<file path="src/rtl/gas_alarm_pkg.sv">
// Shared definitions for the gas alarm controller: FSM state encoding,
// gas codes, pending-bit indices and the priority encoder.
package gas_alarm_pkg;

  localparam int unsigned NUM_GAS = 3;

  // FSM state encoding
  localparam logic [1:0] ST_IDLE    = 2'd0;
  localparam logic [1:0] ST_ALARM   = 2'd1;
  localparam logic [1:0] ST_SHUTOFF = 2'd2;
  localparam logic [1:0] ST_ACKED   = 2'd3;

  // gas_code output values
  localparam logic [1:0] GAS_NONE = 2'b00;
  localparam logic [1:0] GAS_CO   = 2'b01;
  localparam logic [1:0] GAS_CH4  = 2'b10;
  localparam logic [1:0] GAS_CO2  = 2'b11;

  // Bit positions inside a pending / acked mask
  localparam int unsigned IDX_CO  = 0;
  localparam int unsigned IDX_CH4 = 1;
  localparam int unsigned IDX_CO2 = 2;

  typedef logic [NUM_GAS-1:0] gas_mask_t;

  // Priority CO > methane > CO2
  function automatic logic [1:0] gas_encode(input gas_mask_t p);
    if (p[IDX_CO])       return GAS_CO;
    else if (p[IDX_CH4]) return GAS_CH4;
    else if (p[IDX_CO2]) return GAS_CO2;
    else                 return GAS_NONE;
  endfunction

endpackage

</file>
<file path="src/rtl/gas_alarm_controller_filter.sv">
// Confirm filter for one detector flag: the flag must be seen high for
// CONFIRM_CYC consecutive cycles before the sticky pending bit sets.
// Ports:
//   clk     - system clock, rising edge
//   arst    - synchronous active-high reset
//   din     - raw detector flag
//   clr     - clears the counter and the pending bit (wins over din)
//   pending - confirmed, sticky until clr or reset
module gas_confirm_filter #(
  parameter int unsigned CONFIRM_CYC = 3
) (
  input  logic clk,
  input  logic arst,
  input  logic din,
  input  logic clr,
  output logic pending
);

  localparam int unsigned CNT_W = $clog2(CONFIRM_CYC) + 1;

  logic [CNT_W-1:0] cnt_q, cnt_d;
  logic             pend_d;

  // Saturating run-length counter; pending sets on the edge the count reaches CONFIRM_CYC
  always_comb begin
    cnt_d  = cnt_q;
    pend_d = pending;
    if (clr) begin
      cnt_d  = '0;
      pend_d = 1'b0;
    end else if (!din) begin
      cnt_d = '0;
    end else begin
      if (cnt_q != CNT_W'(CONFIRM_CYC)) cnt_d = cnt_q + CNT_W'(1);
      if (cnt_q == CNT_W'(CONFIRM_CYC - 1)) pend_d = 1'b1;
    end
  end

  always_ff @(posedge clk) begin
    if (arst) begin
      cnt_q   <= '0;
      pending <= 1'b0;
    end else begin
      cnt_q   <= cnt_d;
      pending <= pend_d;
    end
  end

endmodule

</file>
<file path="src/rtl/gas_alarm_controller.sv">
// Gas alarm controller: filters the three sticky detector flags, latches
// and prioritises pending alarms, and drives LED, buzzer and valve shutoff
// under an operator ack/clr handshake. Outputs decode registers only.
// Ports:
//   clk, arst            - clock, synchronous active-high reset
//   methane_det, co_det,
//   co2_det              - detector flags
//   ack, clr             - operator acknowledge / clear pulses
//   alarm_active         - ALARM, SHUTOFF or ACKED
//   buzzer               - ALARM or SHUTOFF
//   alarm_led            - blinking in ALARM, solid in SHUTOFF/ACKED
//   valve_close          - latched gas shutoff
//   gas_code             - highest-priority pending gas
module gas_alarm_controller
  import gas_alarm_pkg::*;
#(
  parameter int unsigned CONFIRM_CYC = 3,
  parameter int unsigned SHUTOFF_DLY = 8,
  parameter int unsigned BLINK_DIV   = 4
) (
  input  logic       clk,
  input  logic       arst,
  input  logic       methane_det,
  input  logic       co_det,
  input  logic       co2_det,
  input  logic       ack,
  input  logic       clr,
  output logic       alarm_active,
  output logic       buzzer,
  output logic       alarm_led,
  output logic       valve_close,
  output logic [1:0] gas_code
);

  localparam int unsigned TMR_W = $clog2(SHUTOFF_DLY) + 1;
  localparam int unsigned BLK_W = $clog2(BLINK_DIV) + 1;

  logic [1:0]       state_q, state_d;
  logic [TMR_W-1:0] timer_q, timer_d;
  logic [BLK_W-1:0] blink_q, blink_d;
  logic             led_q, led_d;
  logic             valve_q, valve_d;
  gas_mask_t        mask_q, mask_d;
  gas_mask_t        pending;
  logic             filt_clr;

  // One confirm filter per gas; clr only reaches them when it is honoured
  gas_confirm_filter #(.CONFIRM_CYC(CONFIRM_CYC)) u_filt_co (
    .clk     (clk),
    .arst    (arst),
    .din     (co_det),
    .clr     (filt_clr),
    .pending (pending[IDX_CO])
  );

  gas_confirm_filter #(.CONFIRM_CYC(CONFIRM_CYC)) u_filt_ch4 (
    .clk     (clk),
    .arst    (arst),
    .din     (methane_det),
    .clr     (filt_clr),
    .pending (pending[IDX_CH4])
  );

  gas_confirm_filter #(.CONFIRM_CYC(CONFIRM_CYC)) u_filt_co2 (
    .clk     (clk),
    .arst    (arst),
    .din     (co2_det),
    .clr     (filt_clr),
    .pending (pending[IDX_CO2])
  );

  // Next-state logic for FSM, shutoff timer, blink divider, mask and valve latch
  always_comb begin
    state_d  = state_q;
    timer_d  = timer_q;
    blink_d  = blink_q;
    led_d    = led_q;
    valve_d  = valve_q;
    mask_d   = mask_q;
    filt_clr = 1'b0;
    case (state_q)
      ST_IDLE: begin
        if (|pending) begin
          state_d = ST_ALARM;
          timer_d = '0;
          blink_d = '0;
          led_d   = 1'b1;
        end
      end
      ST_ALARM: begin
        if (blink_q == BLK_W'(BLINK_DIV - 1)) begin
          blink_d = '0;
          led_d   = ~led_q;
        end else begin
          blink_d = blink_q + BLK_W'(1);
        end
        // ack beats timer expiry, so the valve stays open in that case
        if (ack) begin
          state_d = ST_ACKED;
          mask_d  = pending;
        end else if (timer_q == TMR_W'(SHUTOFF_DLY - 1)) begin
          state_d = ST_SHUTOFF;
          valve_d = 1'b1;
        end else begin
          timer_d = timer_q + TMR_W'(1);
        end
      end
      ST_SHUTOFF: begin
        if (ack) begin
          state_d = ST_ACKED;
          mask_d  = pending;
        end
      end
      ST_ACKED: begin
        // clr beats a newly confirmed gas; it simply re-confirms afterwards
        if (clr) begin
          state_d  = ST_IDLE;
          mask_d   = '0;
          valve_d  = 1'b0;
          filt_clr = 1'b1;
        end else if (|(pending & ~mask_q)) begin
          state_d = ST_ALARM;
          timer_d = '0;
          blink_d = '0;
          led_d   = 1'b1;
        end
      end
      default: state_d = ST_IDLE;
    endcase
  end

  always_ff @(posedge clk) begin
    if (arst) begin
      state_q <= ST_IDLE;
      timer_q <= '0;
      blink_q <= '0;
      led_q   <= 1'b0;
      valve_q <= 1'b0;
      mask_q  <= '0;
    end else begin
      state_q <= state_d;
      timer_q <= timer_d;
      blink_q <= blink_d;
      led_q   <= led_d;
      valve_q <= valve_d;
      mask_q  <= mask_d;
    end
  end

  // Moore output decode
  assign alarm_active = (state_q != ST_IDLE);
  assign buzzer       = (state_q == ST_ALARM) || (state_q == ST_SHUTOFF);
  assign alarm_led    = (state_q == ST_ALARM) ? led_q
                                              : ((state_q == ST_SHUTOFF) || (state_q == ST_ACKED));
  assign valve_close  = valve_q;
  assign gas_code     = gas_encode(pending);

endmodule

</file>
<file path="config.mk">
export PLATFORM = sky130hd
export DESIGN_NAME = gas_alarm_controller
export DESIGN_NICKNAME = d
export VERILOG_FILES = /design/src/rtl/gas_alarm_pkg.sv /design/src/rtl/gas_alarm_controller_filter.sv /design/src/rtl/gas_alarm_controller.sv
export SDC_FILE = /design/constraint.sdc
export NUM_CORES = 1
export LEC_CHECK = 0
export BUFFER_PORTS_ARGS = -buffer_cell sky130_fd_sc_hd__buf_2
export CAP_MARGIN = 40
export CORE_ASPECT_RATIO = 0.8
export CORE_MARGIN = 8
export CORE_UTILIZATION = 38
export DETAILED_ROUTE_END_ITERATION = 8
export SETUP_SLACK_MARGIN = 0.3
export SKIP_CTS_REPAIR_TIMING = 1
export SLEW_MARGIN = 20
export SYNTH_ARGS = -nofsm -noshare
export SYNTH_HDL_FRONTEND = slang
export SYNTH_SLANG_ARGS = --single-unit
export TNS_END_PERCENT = 100
</file>
<file path="constraint.sdc">
create_clock -name clk -period 2.2 [get_ports clk]
set_input_delay 0.44 -clock clk [delete_from_list [all_inputs] [get_ports clk]]
set_output_delay 0.44 -clock clk [all_outputs]
set_load 0.05 [all_outputs]
</file>
Word level (Yosys, flattened, before mapping)
Cells that the tools add are included.

cells by class
  bitwise gates (word level) = 6
  eq/ne operators = 23
  $mul = 0
  muxes and demuxes = 36
  $add $sub $neg = 5
  reduce and logical (&&, ||, !) cells = 23
  shift operators = 0
  divide/modulo/power cells = 0
  order comparisons = 0

operator list
  cell                                                   count
  two-way mux 4 bit                                      5
  two-way mux 2 bit                                      9
  two-way mux 3 bit                                      6
  inequality test 2 bit, second input constant           9
  OR reduction 3 bit                                     5
  adder 3 x 1 -> 3 bit, second input constant            4
  equality test 3 x 2 -> 1 bit, second input constant    4
  case mux 4 bit (3 select lines)                        1
  AND reduction 4 bit                                    3
  two-way mux 1 bit                                      10
  inequality test 3 x 2 -> 1 bit, second input constant  3
  case mux 3 bit (3 select lines)                        1
  case mux 2 bit (4 select lines)                        1
  inequality test 3 bit, second input constant           2
  case mux 3 bit (2 select lines)                        1
  AND reduction 2 bit                                    3
  AND reduction 6 bit                                    1
  nonzero test 2 bit                                     3
  AND reduction 5 bit                                    1
  adder 4 x 1 -> 4 bit, second input constant            1
  equality test 2 bit, second input constant             2
  equality test 4 x 3 -> 1 bit, second input constant    1
  inverter 1 bit                                         4
  OR reduction 2 bit                                     2
  other kinds (10)                                       11

word-level totals
  memory bits (read-only) = 0
  output and inout port bits = 6
  bits in latches = 0
  word-level logic and storage cells = 105
  memories kept = 0
  memory bits (writable) = 0
  bits in registers = 26
  input bits = 7

Logic depth before layout (Yosys ltp)
  word-level depth = 6
  depth in mapped cells = 7

Hierarchy
From an unflattened synthesis, not the netlist that was laid out.

unflattened totals
  cells, all modules = 170
  area, all modules = 1478.9 um^2

modules (own cells, without submodules)
  module                instances  area an instance (um^2)  cells an instance
  gas_alarm_controller  1          874.6                    110
  gas_confirm_filter    3          201.4                    20

Least setup slack after synthesis
OpenSTA, ideal clock, no wires.

  path kind = register to output
  start point = register state_q[1]
  end point = output alarm_led
  buffers on the path = 1
  cell stages (with the launch flop) = 5
  slack = -0.188 ns
  data arrival time = 1.948 ns
  path through = dfxtp_1 > inv_1 > ha_1 > clkbuf_1 > o21ai_0

between the ends
  cells in the longest elaborated chain, start to end = 3

ends and longest elaborated chain
  element                   line                         RTL
  start: declaration        gas_alarm_controller.sv:38   logic [1:0] state_q, state_d;
  start signal: assignment  gas_alarm_controller.sv:141  state_q <= state_d;
  equality test 2 bit       gas_alarm_controller.sv:154  : ((state_q == ST_SHUTOFF) || (state_q == ST_ACKED));
  logical OR 1 bit          gas_alarm_controller.sv:154
  two-way mux 1 bit (*)     gas_alarm_controller.sv:153  assign alarm_led = (state_q == ST_ALARM) ? led_q
  end: declaration          gas_alarm_controller.sv:30   output logic alarm_led,

Every way passes the cells marked *; elsewhere a longest branch is shown, timed or not.

Worst setup path after layout
  start point = register state_q[0]
  end point = output alarm_led

Same word-level chain as after synthesis.

==> impl_metrics.ini <==
[status]
outcome = completed

[worst_hold_path]
hp-class = register to register

[setup_path]
crit_family = flip-flops
cp.arrival_ns = 1.40
path_buf_inv = 2
critPathKind = register to output pin
cpMaxStageDelayCell = dfxtp_2
critPathMaxFanout = 5
cp-end-kind = output pin
critPathLaunchType = register
crit_chain = inv_1, ha_2, nor2_2, o21ai_2, clkbuf_4
cpPeakStageDelay_ns = 0.37
required_ns = 1.76

[final_layout]
area_growth_pct = 15.0
instances_no_fill = 218
drive_above_1_share_pct = 15.9
fin_util_pct = 46.0
diodes = 0
nets = 200

[clock_tree]
clock-root-buffer = clkbuf_8
cts_inserted_buffers = 3
clk_latency_ns = 0.27
path_clk_slew_ns = 0.09
numClockSinks = 26
clock_path_buffers = 2
cts_tree = yes
h-tree-depth = 1

[floorplan]
boundaryPins = 13
die_w_um = 83.3
rows = 19
die_y_um = 69.9
die_area_um2 = 5820
coreArea_um2 = 3450
start_util_pct = 40.0

[sta]
worst_pin_slew_ns = 0.487
fmax_ghz = 0.542
tns_ns = 0
fin_crit_sh_pct = 83.8
fin_crit_ns = 1.84
finalSetupViolations = 0
rsz0062_at_grt = yes
final.setup_skew_ns = 0.00283
slew_viol_final = 0
relSlewSlack_pct = 67.5
hold_viol = 0
layout_setup_ws_ns = 0.356

[global_route]
grt_overflow = 0
antenna_found_initial = 0
grt_pass1_wl_um = 4840
track_usage_pct = 9.61
grt_pass1_vias = 1092
grt_max_degree = 17

[route]
vias = 1163
drt-wirelength-per-cell_um = 13.0
drtAntennaViolNets = 0
drt_first_pass_iters = 4
via_per_inst = 5.33
wirelength_um = 2830
drc = 0
drtIter0Drc = 101

[logic_synthesis]
netlist_top_cells_area = dfxtp_1 38%, ha_1 15%, nor2_1 6.5%
seq_area_frac_synth_pct = 37.7
synth_cells = 163
ys_ff_latch = 26
ys_types = 35
yosysMostFrequentCell = dfxtp_1
syn_nets = 186
synth_top_area_share_pct = 37.7
yosys.area.top_type = dfxtp_1
async_flop_share_pct = 0
ys.flop_type = dfxtp_1
synthTopCellsByCount = 26 x dfxtp_1, 24 x nor2_1, 17 x a21oi_1, 16 x ha_1, 15 x inv_1
synth_edf_count = 0
synth_area_per_cell_um2 = 8.46
synth_area_um2 = 1380
yosysWarnings = 0

[pwr]
vdd_drop_max_mv = 0.484
p_leak_nw = 0.663
p_total_mw = 1.32
p_per_area_nw_per_um2 = 836

[placed_design]
place_inst = 214
gp_congestion = 0.833
dpl_worst_slack_ns = 0.430
numPortBuffers = 12
dp_hpwl_um = 2160

[job]
drv_cap = 0
==> worst register-to-register path, cell delays in order (launching register included) <==
cell and delay [ns]:
dfxtp_2 0.41, inv_1 0.11, ha_2 0.19, nor4b_2 0.18, a211o_1 0.38, a21o_1 0.19, a32o_1 0.25
==> path summary, 6_finish.rpt <==
path	from	to	slack (ns)	cells after the start
min	mask_q[1]	mask_q[1]	0.45	2
min reg2reg	mask_q[1]	mask_q[1]	0.45	2
max reg2reg	state_q[0]	timer_q[3]	0.40	6
max	state_q[0]	alarm_led	0.36	5
==> stage by stage <==
stage | instance area [um2] | hold WS (ns)
global placement | 1490 | 0.436
global route | 1590 | 0.470
detailed placement | 1490 | 0.443
CTS | 1540 | 0.453
floorplan | 1380 | 0.427
finish | 1590 | 0.450
==> cell usage in the layout, fill, tap and decap left out, drive strengths merged, types with 2 or more instances in the layout <==
master  count
o31ai       2
nor2       24
nor2b       4
nand2      11
nand2b      5
a21o        3
nand4       2
o211ai      2
buf        12
clkbuf      5
mux2i       2
nand4b      2
ha         16
a211oi      2
o21ai       4
nand3       3
inv        15
a31oi       3
xor2        3
a21oi      17
dfxtp      26
==> cell type report <==
class | instances | area, um2
Tap cell | 42 | 52.6
Timing Repair Buffer | 13 | 72.6
Clock buffer | 4 | 55.1
Fill cell | 338 | 1860
Sequential cell | 26 | 523
Multi-Input combinational cell | 118 | 826
Inverter | 15 | 56.3
==> cell families after synthesis <==
| family | synth area share (%) |
|---|---|
| AOI/OAI and AO/OA | 19.3 |
| adders and majority gates | 14.5 |
| buffers and inverters | 5.17 |
| DFF | 37.7 |
| and+or+nand+nor | 19.9 |
| xor gates and xnor gates | 1.91 |
| muxes | 1.45 |
==> layer usage <==
layer / routed length, um / vias up / track usage [%]
met1: 1400 / 547 / 11.8
li1: - / 593 / -
met5: 0 / - / 0
met3: 135 / 4 / 3.59
met2: 1270 / 19 / 15.8
met4: 21 / 0 / 1.56
==> flip-flops by register name, indices dropped and copies added, names as in the netlist <==
| name | flops |
|---|---|
| timer_q | 4 |
| blink_q | 3 |
| mask_q | 3 |
| u_filt_ch4.cnt_q | 3 |
| u_filt_co.cnt_q | 3 |
| u_filt_co2.cnt_q | 3 |
| state_q | 2 |
| led_q | 1 |
| u_filt_ch4.pending | 1 |
| u_filt_co.pending | 1 |
| u_filt_co2.pending | 1 |
| valve_close | 1 |
==> power by group <==
part           switching (mW)  total [mW]  internal, mW  leakage (nW)
Sequential             0.0350       0.537         0.501         0.212
Combinational           0.312       0.482         0.170         0.422
Clock                   0.147       0.306         0.160        0.0288
Total                   0.493        1.32         0.831         0.663
Power figures use the tool's default switching activity.
